===== src/rtl/exc_controller.sv =====
// Exception / interrupt request controller.
// Arbitrates synchronous exceptions from the ID stage against edge-triggered
// external interrupts. It presents one request and cause to the core
// controller, and tracks whether an interrupt handler is active.
// Optional build macro IRQ_SYNC_EN: when defined, irq_i is passed through a
// two-flop synchronizer before edge detection.
module exc_controller (
    input  logic        clk,
    input  logic        rst_n,
    input  logic [31:0] irq_i,
    input  logic        irq_enable_i,
    input  logic        is_decoding_i,
    input  logic        illegal_insn_i,
    input  logic        ebrk_insn_i,
    input  logic        ecall_insn_i,
    input  logic        eret_insn_i,
    input  logic        exc_ack_i,
    output logic        exc_req_o,
    output logic [5:0]  exc_cause_o,
    output logic        save_cause_o,
    output logic        in_handler_o
);

    localparam logic [1:0] ST_IDLE    = 2'd0;
    localparam logic [1:0] ST_IRQ_REQ = 2'd1;
    localparam logic [1:0] ST_HANDLER = 2'd2;

    localparam logic [5:0] CAUSE_ILLEGAL = 6'h02;
    localparam logic [5:0] CAUSE_EBREAK  = 6'h03;
    localparam logic [5:0] CAUSE_ECALL   = 6'h0B;

    logic [1:0]  state_q, state_d;
    logic [4:0]  irq_id_q, irq_id_d;
    logic [31:0] irq_pending_q, irq_pending_d;
    logic [31:0] irq_prev_q, irq_prev_d;
    logic [31:0] irq_s;
    logic [31:0] irq_rise;
    logic [31:0] irq_clr;
    logic [4:0]  irq_win_id;
    logic        irq_eligible;
    logic        sync_req;
    logic [5:0]  sync_cause;

`ifdef IRQ_SYNC_EN
    logic [31:0] sync1_q, sync1_d;
    logic [31:0] sync2_q, sync2_d;

    // Two-stage synchronizer for the asynchronous interrupt lines.
    always_comb begin
        sync1_d = irq_i;
        sync2_d = sync1_q;
    end

    // Synchronizer flops.
    always_ff @(posedge clk or negedge rst_n) begin
        if (!rst_n) begin
            sync1_q <= '0;
            sync2_q <= '0;
        end else begin
            sync1_q <= sync1_d;
            sync2_q <= sync2_d;
        end
    end

    assign irq_s = sync2_q;
`else
    assign irq_s = irq_i;
`endif

    // Synchronous exception request and its prioritised cause code.
    always_comb begin
        // NOTE: every signal written in always_comb gets a default first so no latch is inferred.
        sync_cause = CAUSE_ECALL;
        if (ebrk_insn_i)    sync_cause = CAUSE_EBREAK;
        if (illegal_insn_i) sync_cause = CAUSE_ILLEGAL;
        sync_req = is_decoding_i & (illegal_insn_i | ebrk_insn_i | ecall_insn_i);
    end

    // Lowest-index pending interrupt wins; scanning downwards lets the lowest set bit overwrite.
    always_comb begin
        irq_win_id = 5'd0;
        for (int i = 31; i >= 0; i--) begin
            if (irq_pending_q[i]) irq_win_id = 5'(i);
        end
        irq_eligible = (irq_pending_q != '0) && irq_enable_i && (state_q == ST_IDLE);
    end

    // Interrupt FSM plus pending-bit bookkeeping; a new edge beats a same-cycle clear.
    always_comb begin
        state_d    = state_q;
        irq_id_d   = irq_id_q;
        irq_clr    = '0;
        irq_prev_d = irq_s;
        irq_rise   = irq_s & ~irq_prev_q;

        case (state_q)
            ST_IDLE: begin
                if (irq_eligible) begin
                    state_d  = ST_IRQ_REQ;
                    irq_id_d = irq_win_id;
                end
            end
            ST_IRQ_REQ: begin
                // A synchronous exception takes the ack; the interrupt waits behind it.
                if (exc_ack_i && !sync_req) begin
                    state_d           = ST_HANDLER;
                    irq_clr[irq_id_q] = 1'b1;
                end
            end
            ST_HANDLER: begin
                if (is_decoding_i && eret_insn_i) state_d = ST_IDLE;
            end
            default: state_d = ST_IDLE;
        endcase

        irq_pending_d = (irq_pending_q & ~irq_clr) | irq_rise;
    end

    // Request, cause and strobe outputs; synchronous exceptions override interrupts.
    always_comb begin
        exc_req_o   = sync_req | (state_q == ST_IRQ_REQ);
        exc_cause_o = 6'h00;
        if (state_q == ST_IRQ_REQ) exc_cause_o = {1'b1, irq_id_q};
        if (sync_req)              exc_cause_o = sync_cause;
        save_cause_o = exc_req_o & exc_ack_i;
        in_handler_o = (state_q == ST_HANDLER);
    end

    // State registers; reset discards any pending or active interrupt.
    always_ff @(posedge clk or negedge rst_n) begin
        if (!rst_n) begin
            state_q       <= ST_IDLE;
            irq_id_q      <= '0;
            irq_pending_q <= '0;
            irq_prev_q    <= '0;
        end else begin
            // NOTE: sequential state uses non-blocking assignments so every flop samples pre-edge values.
            state_q       <= state_d;
            irq_id_q      <= irq_id_d;
            irq_pending_q <= irq_pending_d;
            irq_prev_q    <= irq_prev_d;
        end
    end

endmodule

===== config.mk =====
export PLATFORM = sky130hd
export DESIGN_NAME = exc_controller
export DESIGN_NICKNAME = d
export VERILOG_FILES = /design/src/rtl/exc_controller.sv
export SDC_FILE = /design/constraint.sdc
export NUM_CORES = 1
export LEC_CHECK = 0
export ABC_AREA = 0
export ABC_CLOCK_PERIOD_IN_PS = 1920
export CAP_MARGIN = 20
export CELL_PAD_IN_SITES_DETAIL_PLACEMENT = 1
export CELL_PAD_IN_SITES_GLOBAL_PLACEMENT = 1
export CORE_ASPECT_RATIO = 0.9
export CORE_UTILIZATION = 40
export DETAILED_ROUTE_END_ITERATION = 7
export PLACE_DENSITY = 0.84
export SYNTH_ARGS = -nofsm -noshare
export SYNTH_HDL_FRONTEND = slang
export SYNTH_SLANG_ARGS = --single-unit

===== constraint.sdc =====
create_clock -name clk -period 1.92 [get_ports clk]
set_input_delay 0.288 -clock clk [delete_from_list [all_inputs] [get_ports clk]]
set_output_delay 0.288 -clock clk [all_outputs]
set_load 0.005 [all_outputs]

-- Word level (Yosys, flattened, before mapping)
Index checks and enable logic that the tools add are counted.
- order comparisons: 2
- equality and inequality tests: 5
- multiplexer cells: 44
- bitwise operators: 10
- reduce and logical (&&, ||, !) cells: 10
- operators by type and width (cell ; count):
    $mux W5 ; 32
    $and A32 B32 Y32 ; 2
    $mux W32 ; 2
    $not A32 Y32 ; 2
    $or A32 B32 Y32 ; 1
    $reduce_bool A32 Y1 ; 1
    $mux W6 ; 3
    $lt A5 B6 Y1 const B ; 1
    $mux W2 ; 3
    $pmux W2 S3 ; 1
    $demux W1 S5 ; 1
    $ge A5 B1 Y1 const B ; 1
    $logic_and A1 B1 Y1 ; 5
    $mux W4 ; 1
    $ne A2 B2 Y1 const B ; 2
    $or A1 B1 Y1 ; 3
    $reduce_and A3 Y1 ; 1
    $and A1 B1 Y1 ; 2
    $eq A2 B1 Y1 const B ; 1
    $eq A2 B2 Y1 const B ; 1
    $logic_not A2 Y1 ; 1
    $ne A2 B1 Y1 const B ; 1
    $reduce_and A2 Y1 ; 1
    $logic_not A1 Y1 ; 1
    $mux W1 ; 1
- bits in registers: 71
- bits of input ports: 41
- output and inout bits: 9
- word-level logic and storage cells: 75

-- Logic depth before layout (Yosys ltp)
Gate-level depths: netlist of run 1.
- word-level depth: 32
- mapped depth: 6
- gate-level depth less buffers: 5

-- Worst setup path before layout of run 1
OpenSTA, ideal clock, no wires.
- path kind: register -> register
- start point: register irq_pending_q[7]
- end point: register irq_id_q[0]
- library setup time: 0.121 ns
- arrival: 1.391 ns
- data required time: 1.799 ns
- slack: 0.408 ns
- stages on the path, launching flop included: 5
- path buffers: 0
- clock period less this slack: 1.512 ns
- cell sequence: dfrtp_1 -> or4_4 -> nor2_4 -> a31oi_4 -> o22a_1
- longest elaborated chain between the ends: 8
- elaborated cells between the ends (all ways): 12
- those cells by class: mux: 8; reduce/logical: 4
- RTL lines (item ; RTL line ; RTL):
    start: declaration ; 34 ; logic [31:0] irq_pending_q, irq_pending_d;
    start signal: assignment ; 140 ; irq_pending_q <= irq_pending_d;
    $mux W5 (8 in series) ; 83 ; if (irq_pending_q[i]) irq_win_id = 5'(i);
    end signal: assignment ; 139 ; irq_id_q <= irq_id_d;
    end: declaration ; 33 ; logic [4:0] irq_id_q, irq_id_d;
Several ways; a longest one is shown, not always the timed one.
A chain may end at the register's enable or synchronous reset.

-- Worst setup path in the final report of run 1
- start point: input is_decoding_i
- end point: output exc_cause_o[3]
- longest elaborated chain between the ends: 2
- RTL lines (item ; RTL line ; RTL):
    start: declaration ; 12 ; input logic is_decoding_i,
    $and A1 B1 Y1 ; 76 ; sync_req = is_decoding_i & (illegal_insn_i | ebrk_insn_i | ecall_insn_i);
    $mux W6 ; 124 ; if (sync_req) exc_cause_o = sync_cause;
    end: declaration ; 19 ; output logic [5:0] exc_cause_o,
Every way passes these cells.

==> results of run 1 <==
-- registers in the layout (all words and copies together), names as in the netlist --
name	cells
irq_prev_q	32
state_q	2
irq_id_q	5
irq_pending_q	32
-- worst max-delay path, delay by kind of cell --
kind / cells / cell delay, ps
AOI/OAI and AO/OA: 2 / 280
buffers and inverters: 3 / 930
-- area by class of cell --
| type | instances | area share |
|---|---|---|
| Tap cell | 93 | 0.0296 |
| Clock inverter | 6 | 0.0175 |
| Multi-Input combinational cell | 179 | 0.273 |
| Inverter | 39 | 0.0372 |
| Timing Repair Buffer | 67 | 0.158 |
| Sequential cell | 71 | 0.452 |
| Clock buffer | 10 | 0.0325 |
-- per-stage QoR --
step / cells / setup slack (ps)
2_1_floorplan: 294 / 408
6_report: 465 / 127
3_3_place_gp: 446 / -190
3_5_place_dp: 446 / -261
4_1_cts: 465 / 53.6
5_1_grt: 465 / 5.76
-- how the worst max path moves through the flow --
| stage | startpoint | end | slack [ps] | cells past startpoint |
|---|---|---|---|---|
| 3_5_place_dp | ebrk_insn_i | exc_cause_o[3] | -260 | 6 |
| 3_3_place_gp | ebrk_insn_i | exc_cause_o[3] | -190 | 6 |
| 5_1_grt | state_q[0]$_DFFE_PN0P_ | exc_cause_o[3] | 6 | 5 |
| 6_report | is_decoding_i | exc_cause_o[3] | 130 | 5 |
| 2_1_floorplan | irq_pending_q[7]$_DFF_PN0_ | irq_id_q[0]$_DFFE_PN0P_ | 410 | 4 |
| 4_1_cts | ecall_insn_i | save_cause_o | 50 | 6 |
-- logic make-up (layout without fill, tap and decap cells) --
| logic type | count (synthesis) | count (layout) | share of synthesized area |
|---|---|---|---|
| DFF | 71 | 71 | 0.589 |
| AOI/OAI and AO/OA | 84 | 84 | 0.178 |
| buffers and inverters | 44 | 122 | 0.0565 |
| and+or+nand+nor | 95 | 95 | 0.176 |
-- synth_stat cells (all sizes together), types with 2 or more instances --
| master | count | area share |
|---|---|---|
| or2 | 3 | 0.0062 |
| nand2 | 24 | 0.031 |
| nor2 | 23 | 0.034 |
| nand2b | 4 | 0.0083 |
| o21ai | 46 | 0.076 |
| and3 | 2 | 0.0042 |
| a31oi | 4 | 0.013 |
| or3 | 2 | 0.0042 |
| nand3 | 3 | 0.0050 |
| a21oi | 6 | 0.010 |
| buf | 3 | 0.0054 |
| nor2b | 3 | 0.0062 |
| nand3b | 4 | 0.010 |
| nor3 | 7 | 0.012 |
| or4 | 5 | 0.017 |
| nor4 | 7 | 0.019 |
| nor3b | 2 | 0.0050 |
| clkbuf | 2 | 0.0025 |
| o31ai | 5 | 0.012 |
| inv | 39 | 0.049 |
| dfrtp | 71 | 0.59 |
| a22o | 12 | 0.035 |
| and2 | 3 | 0.0062 |
-- metal layers --
layer	global-route usage	wire (µm)	vias to the layer above
met1	0.283	3560	1232
met3	0.0489	315	11
li1	-	-	1167
met2	0.378	3940	52
met4	0.0657	86	0
met5	0	0	-
-- timing repair --
| item | in CTS | in global routing |
|---|---|---|
| endpoints found under the hold margin | 22 | 0 |
| buffers inserted | 1 | 0 |
| cloned | 1 | 0 |
| resized for setup | 13 | 5 |
| hold buffers | 1 | 0 |
| pin swaps | 0 | 3 |
| setup endpoints to repair | 8 | 15 |
-- cells in the final DEF (no fill, tap or decap), drive strengths merged, types with 3 or more instances in the layout --
cell	netlist	final
dfrtp	71	71
o21ai	46	46
inv	39	40
clkdlybuf4s50	0	37
nand2	24	24
nor2	23	23
buf	3	18
a22o	12	12
dlygate4sd2	0	10
clkbuf	2	10
nor3	7	7
nor4	7	7
a21oi	6	6
o31ai	5	5
or4	5	5
nand3b	4	4
nand2b	4	4
a31oi	4	4
nor2b	3	3
nand3	3	3
or2	3	3
and2	3	3
clkinv	0	3
-- where the power goes --
part	leakage (nW)	switching [W]	internal, W	total, W
Combinational	0.839	0.000421	0.000370	0.000791
Clock	0.0968	0.000584	0.000607	0.00119
Sequential	0.743	0.000153	0.00163	0.00178
Total	1.68	0.00116	0.00260	0.00376
==> results.yml, run 1 <==
outcome:
  status: "completed"
worst_hold_path:
  hp-class: "primary input to flop"
  min_from: "irq_i[14]"
  min_to: "irq_prev_q[14]$_DFF_PN0_"
  worstHoldPathCells: 1
worst_setup_path:
  ff2ff_path_depth: 5
  r2r-end: "irq_pending_q[12]$_DFF_PN0_"
  cp_max_fo: 4
  start_kind: "primary input"
  required_ps: 1630
  crit_arrival_ps: 1510
  critPathSlowestCell: "clkdlybuf4s50_1"
  regToRegStartpoint: "state_q[1]$_DFFE_PN0P_"
  regToRegSetupSlack_ps: 170
  critPathMaxStageDelay_ps: 510
  crit_chain: "clkdlybuf4s50_1 > o31ai_2 > buf_2 > o31ai_1 > dlygate4sd2_1"
  critical_path_class: "primary input to output pin"
  endpoint_kind: "output pin"
cells_and_area:
  seq_area_um2: 1780
  areaGrowthSynthToFinish_pct: 30.5
  finalInstanceArea_um2: 3930
  drive_above_1_share: 0.129
  nFillCells: 805
  diodes: 0
  nNetsFinal: 408
  multiInputGateArea_um2: 1070
  final_util: 0.547
floorplan:
  placement_rows: 29
  start_util: 0.420
  core_um2: 7180
  die_height_um: 84.4
  design.die.area_um2: 7890
  ioPinCount: 50
  die_w_um: 93.5
timing:
  finalClockSkew_ps: 9.55
  max_freq_mhz: 558
  tightest_slew_ps: 568
  slew_headroom: 0.621
  post-route-min-period_ps: 1790
  setup_viol: 0
  hold_viol: 0
  finalCritPeriodShare: 0.934
  holdWs_ps: 396
  rsz0062_at_grt: "no"
  drv_slew: 0
  setup_tns_ps: 0
global_routing:
  gr-total-overflow: 0
  antenna_found_initial: 0
  track_usage: 0.222
  grt_pass1_wl_um: 13200
  grt_pass1_vias: 2627
  grt_max_degree: 35
place:
  routabilityCongestion: 0.872
  dpl.hpwl_um: 5870
  place_area_um2: 3720
  place.port_buffers: 49
power:
  vdd_ir_drop_max_mv: 0.518
  power_w: 0.00376
  pwr_density_cell_nw_per_um2: 957
  power_leakage_nw: 1.68
clock_tree:
  cts.reportedPaths.clkPinSlew_ps: 80
  cts_buffer_depth: 2
  clkSinkCount: 71
  cts-buffers-inserted: 9
  cts_tree: "yes"
  cts_root_buffer: "clkbuf_8"
  cts-htree-levels: 3
  clk_latency_ps: 350
drt:
  drt_iter0_markers: 124
  avgViaCountPerCell: 5.29
  dr.pass1.iters: 5
  drt_wl_total_um: 7900
  vias: 2462
  wl_per_cell_um: 17.0
  drtAntennaViolNets: 0
  drc: 0
yosys:
  yosysSeqAreaShare: 0.589
  syn_inst: 294
  ys_types: 46
  ys_warn_count: 0
  async_flop_share: 1.00
  syn-num-nets: 335
  syn_avg_cell_area_um2: 10.3
  synth-seq-cells: 71
  netlist_area_um2: 3010
  synth_edf_count: 0
  ys.flop_type: "dfrtp_1"
flow_run:
  maxCapViolCount: 0
Note: power is estimated with default switching activity, not from simulation.
==> inputs of run 2 (changes only) <==
- CTS_BUF_LIST: unset -> sky130_fd_sc_hd__clkbuf_8
- PLACE_DENSITY: 0.84 -> unset
- PLACE_DENSITY_LB_ADDON: unset -> 0.08
==> run 2 against run 1 <==
  * Cell area increased by 0.51%
  * Via count increased by 0.32%
  * First-iteration DRC count decreased by 22%
  * Sequential power about the same
  * Sequential cell count unchanged
  * Highest routed layer unchanged
==> results.yml, run 2 (same netlist as run 1, synthesis figures left out) <==
outcome:
  status: "completed"
global_routing:
  use_met3: 0.0507
  grt_most_used_layer: "met2"
  grt_pass1_wl_um: 13000
  gr-total-overflow: 0
  use_met1: 0.297
  track_usage: 0.223
  grt_max_degree: 72
  grt_pass1_vias: 2587
  gr-usage-met2: 0.354
  antenna_found_initial: 0
worst_setup_path:
  ff2ff_path_depth: 6
  cp-endpoint: "save_cause_o"
  cp_max_fo: 3
  r2r-end: "irq_pending_q[16]$_DFF_PN0_"
  critical_path_class: "primary input to output pin"
  regToRegStartpoint: "state_q[1]$_DFFE_PN0P_"
  required_ps: 1630
  start_kind: "primary input"
  regToRegSetupSlack_ps: 150
  endpoint_kind: "output pin"
  crit_path_start: "ecall_insn_i"
  crit_arrival_ps: 1520
clock_tree:
  cts-htree-levels: 3
  cts_tree: "yes"
  cts-buffers-inserted: 9
  cts_root_buffer: "clkbuf_8"
  cts_buffer_depth: 2
  cts.reportedPaths.clkPinSlew_ps: 80
  clkSinkCount: 71
  clk_latency_ps: 350
cells_and_area:
  multiInputGateArea_um2: 1090
  instances_no_fill: 470
  diodes: 0
  layout_common_cells: "dfrtp_1, o21ai_0, inv_1, clkdlybuf4s50_1, nand2_1"
  areaGrowthSynthToFinish_pct: 31.1
  final_common_cell: "dfrtp_1"
  nFillCells: 805
  nNetsFinal: 413
  seq_area_um2: 1780
  reg_top3: "irq_pending_q (32), irq_prev_q (32), irq_id_q (5)"
  drive_above_1_share: 0.151
drt:
  drc: 0
  wl_per_cell_um: 16.6
  drtAntennaViolNets: 0
  dr.pass1.iters: 4
  drt_iter0_markers: 97
  drt_wl_total_um: 7810
  vias: 2470
  avgViaCountPerCell: 5.26
floorplan:
  die_height_um: 84.4
  die_w_um: 93.5
  placement_rows: 29
  ioPinCount: 50
  design.die.area_um2: 7890
  start_util: 0.420
  core_um2: 7180
timing:
  drv_slew: 0
  finalCritPeriodShare: 0.942
  hold_viol: 0
  tightest_slew_ps: 500
  finalClockSkew_ps: 9.56
  slew_headroom: 0.666
  max_freq_mhz: 553
  setup_viol: 0
  rsz0062_at_grt: "no"
  post-route-min-period_ps: 1810
power:
  pwr_density_cell_nw_per_um2: 920
  power_leakage_nw: 1.68
  switching_power_w: 0.00117
  vdd_ir_drop_max_mv: 0.605
  pwr-share-clk: 0.293
  p_int_w: 0.00246
  pwr-share-seq: 0.496
  p_sw_frac: 0.323
  comb_power_share: 0.211
  power_w: 0.00364
flow_run:
  maxCapViolCount: 0
worst_hold_path:
  hp-class: "primary input to flop"
place:
  place.port_buffers: 49
  dpl.hpwl_um: 5610
  dp.cells: 447
  routabilityCongestion: 0.806
[run 2: changes by cell type in the layout (fill, tap and decap cells not counted), sizes merged]
cell           delta
clkinv            -1
clkdlybuf4s15     +1
dlygate4sd2       -2
clkdlybuf4s50     -1
clkinvlp          +3
bufinv            -1
clkbuf            -1
buf               +7
[run 2: area by class of cell]
cell class / count / area share
inverters: 39 / 0.0370
well taps: 93 / 0.0294
flip-flops and latches: 71 / 0.450
multi-input cells: 179 / 0.275
clock inverters: 7 / 0.0123
clock buffers: 9 / 0.0313
repair buffers: 72 / 0.166
[run 2: metal layers]
metal,vias to the layer above,share of wire
li1,1181,-
met1,1225,0.46
met2,50,0.48
met3,14,0.048
met4,0,0.018
met5,-,0
[run 2: worst min-delay path by stage]
stage	from	endpoint	slack (ps)	cells past startpoint
after detailed placement	rst_n	irq_id_q[3]$_DFFE_PN0P_	370	2
after CTS	irq_i[9]	irq_prev_q[9]$_DFF_PN0_	380	1
after global routing	is_decoding_i	state_q[1]$_DFFE_PN0P_	380	4
final	is_decoding_i	state_q[1]$_DFFE_PN0P_	310	4
after global placement	rst_n	state_q[1]$_DFFE_PN0P_	340	2
after floorplan	rst_n	irq_id_q[0]$_DFFE_PN0P_	-8	0
[run 2: timing repair]
item                                    in CTS  in global routing
endpoints found under the hold margin       63                  0
hold buffers                                 1                  0
pin swaps                                    1                  0
endpoints found under the setup margin       8                  4
gates resized for setup                     21                  4
cloned                                       1                  0
setup buffers                                5                  0
[run 2: through the flow]
step / worst slack [ps] / util / area, µm² / hold slack (ps) / TNS [ps]
floorplan: 408 / - / 3010 / -7.59 / 0
global placement: -197 / 0.518 / 3720 / 338 / -4650
detailed placement: -270 / 0.518 / 3720 / 368 / -6910
CTS: 2.65 / 0.548 / 3940 / 382 / 0
global route: 21.2 / 0.550 / 3950 / 378 / 0
finish: 112 / 0.550 / 3950 / 314 / 0
[run 2: worst max-delay path, cell delays in order]
cell	delay, ps
dlygate4sd2_1	260
o31ai_4	260
buf_4	150
buf_4	110
nand2_1	50
and2_1	150
dlygate4sd2_1	260
[run 2: power by group through the flow]
stage	registers (W)	clock network, W	logic (W)
5_1_grt	0.00183	0.00116	0.000844
4_1_cts	0.00180	0.00110	0.000759
3_5_place_dp	0.00183	0	0.000774
2_1_floorplan	0.00173	0	0.000411
3_3_place_gp	0.00182	0	0.000755
6_report	0.00180	0.00106	0.000766
==> inputs of run 3 (changes only) <==
- RECOVER_POWER: unset -> 100
==> run 3 against run 2 <==
  * Sequential power barely moved
  * Die area did not move
  * Clock skew about the same
==> results.yml, run 3 (same netlist as run 1, synthesis figures left out) <==
drt:
  drtAntennaViolNets: 0
  wl_met1_um: 3500
  wl_per_cell_um: 16.6
  drt_wl_total_um: 7820
  wl_met3_um: 386
  drt_iter0_markers: 119
  avgViaCountPerCell: 5.25
  dr.pass1.iters: 4
  top_layer: "met4"
  drc: 0
  vias: 2469
  wl_met2_um: 3790
clock_tree:
  clkSinkCount: 71
  cts.reportedPaths.clkPinSlew_ps: 80
  clk_latency_ps: 350
  cts_buffer_depth: 2
  cts_root_buffer: "clkbuf_8"
  cts_tree: "yes"
  cts-htree-levels: 3
  cts-buffers-inserted: 9
worst_setup_path:
  endpoint_kind: "output pin"
  crit_arrival_ps: 1520
  cp_max_fo: 3
  required_ps: 1630
  start_kind: "primary input"
  critical_path_class: "primary input to output pin"
  regToRegSetupSlack_ps: 110
floorplan:
  die_w_um: 93.5
  ioPinCount: 50
  start_util: 0.420
  die_height_um: 84.4
  design.die.area_um2: 7890
  core_um2: 7180
  placement_rows: 29
cells_and_area:
  final_util: 0.545
  final_common_cell: "dfrtp_1"
  areaGrowthSynthToFinish_pct: 29.9
  reg_top3: "irq_pending_q (32), irq_prev_q (32), irq_id_q (5)"
  nNetsFinal: 413
  layout_common_cells: "dfrtp_1, o21ai_0, inv_1, dlygate4sd3_1, nand2_1"
  drive_above_1_share: 0.130
  diodes: 0
power:
  pwr-share-clk: 0.295
  power_w: 0.00360
  switching_power_w: 0.00117
  vdd_ir_drop_max_mv: 0.601
  p_int_w: 0.00244
  p_sw_frac: 0.324
  pwr-share-seq: 0.500
  comb_power_share: 0.204
  pwr_density_cell_nw_per_um2: 920
  power_leakage_nw: 1.67
worst_hold_path:
  hp-class: "primary input to flop"
global_routing:
  grt_pass1_wl_um: 13000
  gr-total-overflow: 0
  track_usage: 0.223
  grt_max_degree: 72
  antenna_found_initial: 0
  grt_pass1_vias: 2587
timing:
  tightest_slew_ps: 955
  finalCritPeriodShare: 0.943
  slew_headroom: 0.363
  max_freq_mhz: 552
  drv_slew: 0
  rsz0062_at_grt: "no"
  setup_viol: 0
  post-route-min-period_ps: 1810
  finalClockSkew_ps: 9.85
  hold_viol: 0
flow_run:
  maxCapViolCount: 0
place:
  routabilityCongestion: 0.806
  place.port_buffers: 49
  dpl.hpwl_um: 5610
outcome:
  status: "completed"
## run 3: cell types whose count changed in the layout (fill, tap and decap cells not counted), sizes merged
cell and delta:
clkdlybuf4s50 -33, buf -8, dlygate4sd3 +33, clkbuf +8
## run 3: metrics by stage
stage / cells / instance area, µm² / hold slack (ps) / setup slack (ps) / TNS (ps)
2_1_floorplan: 294 / 3010 / -7.59 / 408 / 0
3_3_place_gp: 447 / 3720 / 338 / -197 / -4650
3_5_place_dp: 447 / 3720 / 368 / -270 / -6910
4_1_cts: 470 / 3940 / 382 / 2.65 / 0
5_1_grt: 470 / 3920 / 378 / 16.7 / 0
6_report: 470 / 3920 / 315 / 109 / 0
## run 3: power by group through the flow
stage / registers, W / clock network (W) / logic [W]
final: 0.00180 / 0.00106 / 0.000736
after global placement: 0.00182 / 0 / 0.000755
after CTS: 0.00180 / 0.00110 / 0.000759
after detailed placement: 0.00183 / 0 / 0.000774
after floorplan: 0.00173 / 0 / 0.000411
after global routing: 0.00183 / 0.00116 / 0.000816
## run 3: layout make-up
cell class | instances | area (µm²)
repair buffers | 72 | 626
flip-flops and latches | 71 | 1780
inverters | 39 | 146
well taps | 93 | 116
clock inverters | 7 | 48.8
clock buffers | 9 | 124
fillers | 809 | 3270
multi-input cells | 179 | 1080
## run 3: per-layer routing
layer,global-route usage,vias to the layer above
li1,-,1176
met1,0.297,1225
met2,0.354,54
met3,0.0507,14
met4,0.0895,0
met5,0,-
## run 3: path summary, 6_finish.rpt
path,from,endpoint,depth (start not counted)
min,is_decoding_i,state_q[1]$_DFFE_PN0P_,4
min in group asynchronous,rst_n,irq_id_q[3]$_DFFE_PN0P_,3
max in group asynchronous,rst_n,irq_pending_q[20]$_DFF_PN0_,3
max reg2reg,irq_pending_q[7]$_DFF_PN0_,state_q[0]$_DFFE_PN0P_,4
max,ecall_insn_i,save_cause_o,7
min reg2reg,irq_prev_q[20]$_DFF_PN0_,irq_pending_q[20]$_DFF_PN0_,1
## run 3: critical path, cell delays in order
cell	delay, ps
dlygate4sd2_1	260
o31ai_4	260
buf_4	150
buf_4	110
nand2_1	50
and2_1	150
dlygate4sd2_1	260
## run 3: repair_timing
item / in CTS / in global routing
endpoints found under the setup margin: 8 / 4
gates resized for setup: 21 / 4
hold endpoints to repair: 63 / 0
gates cloned: 1 / 0
hold buffers: 1 / 0
buffers inserted: 5 / 0
pin swaps: 1 / 0
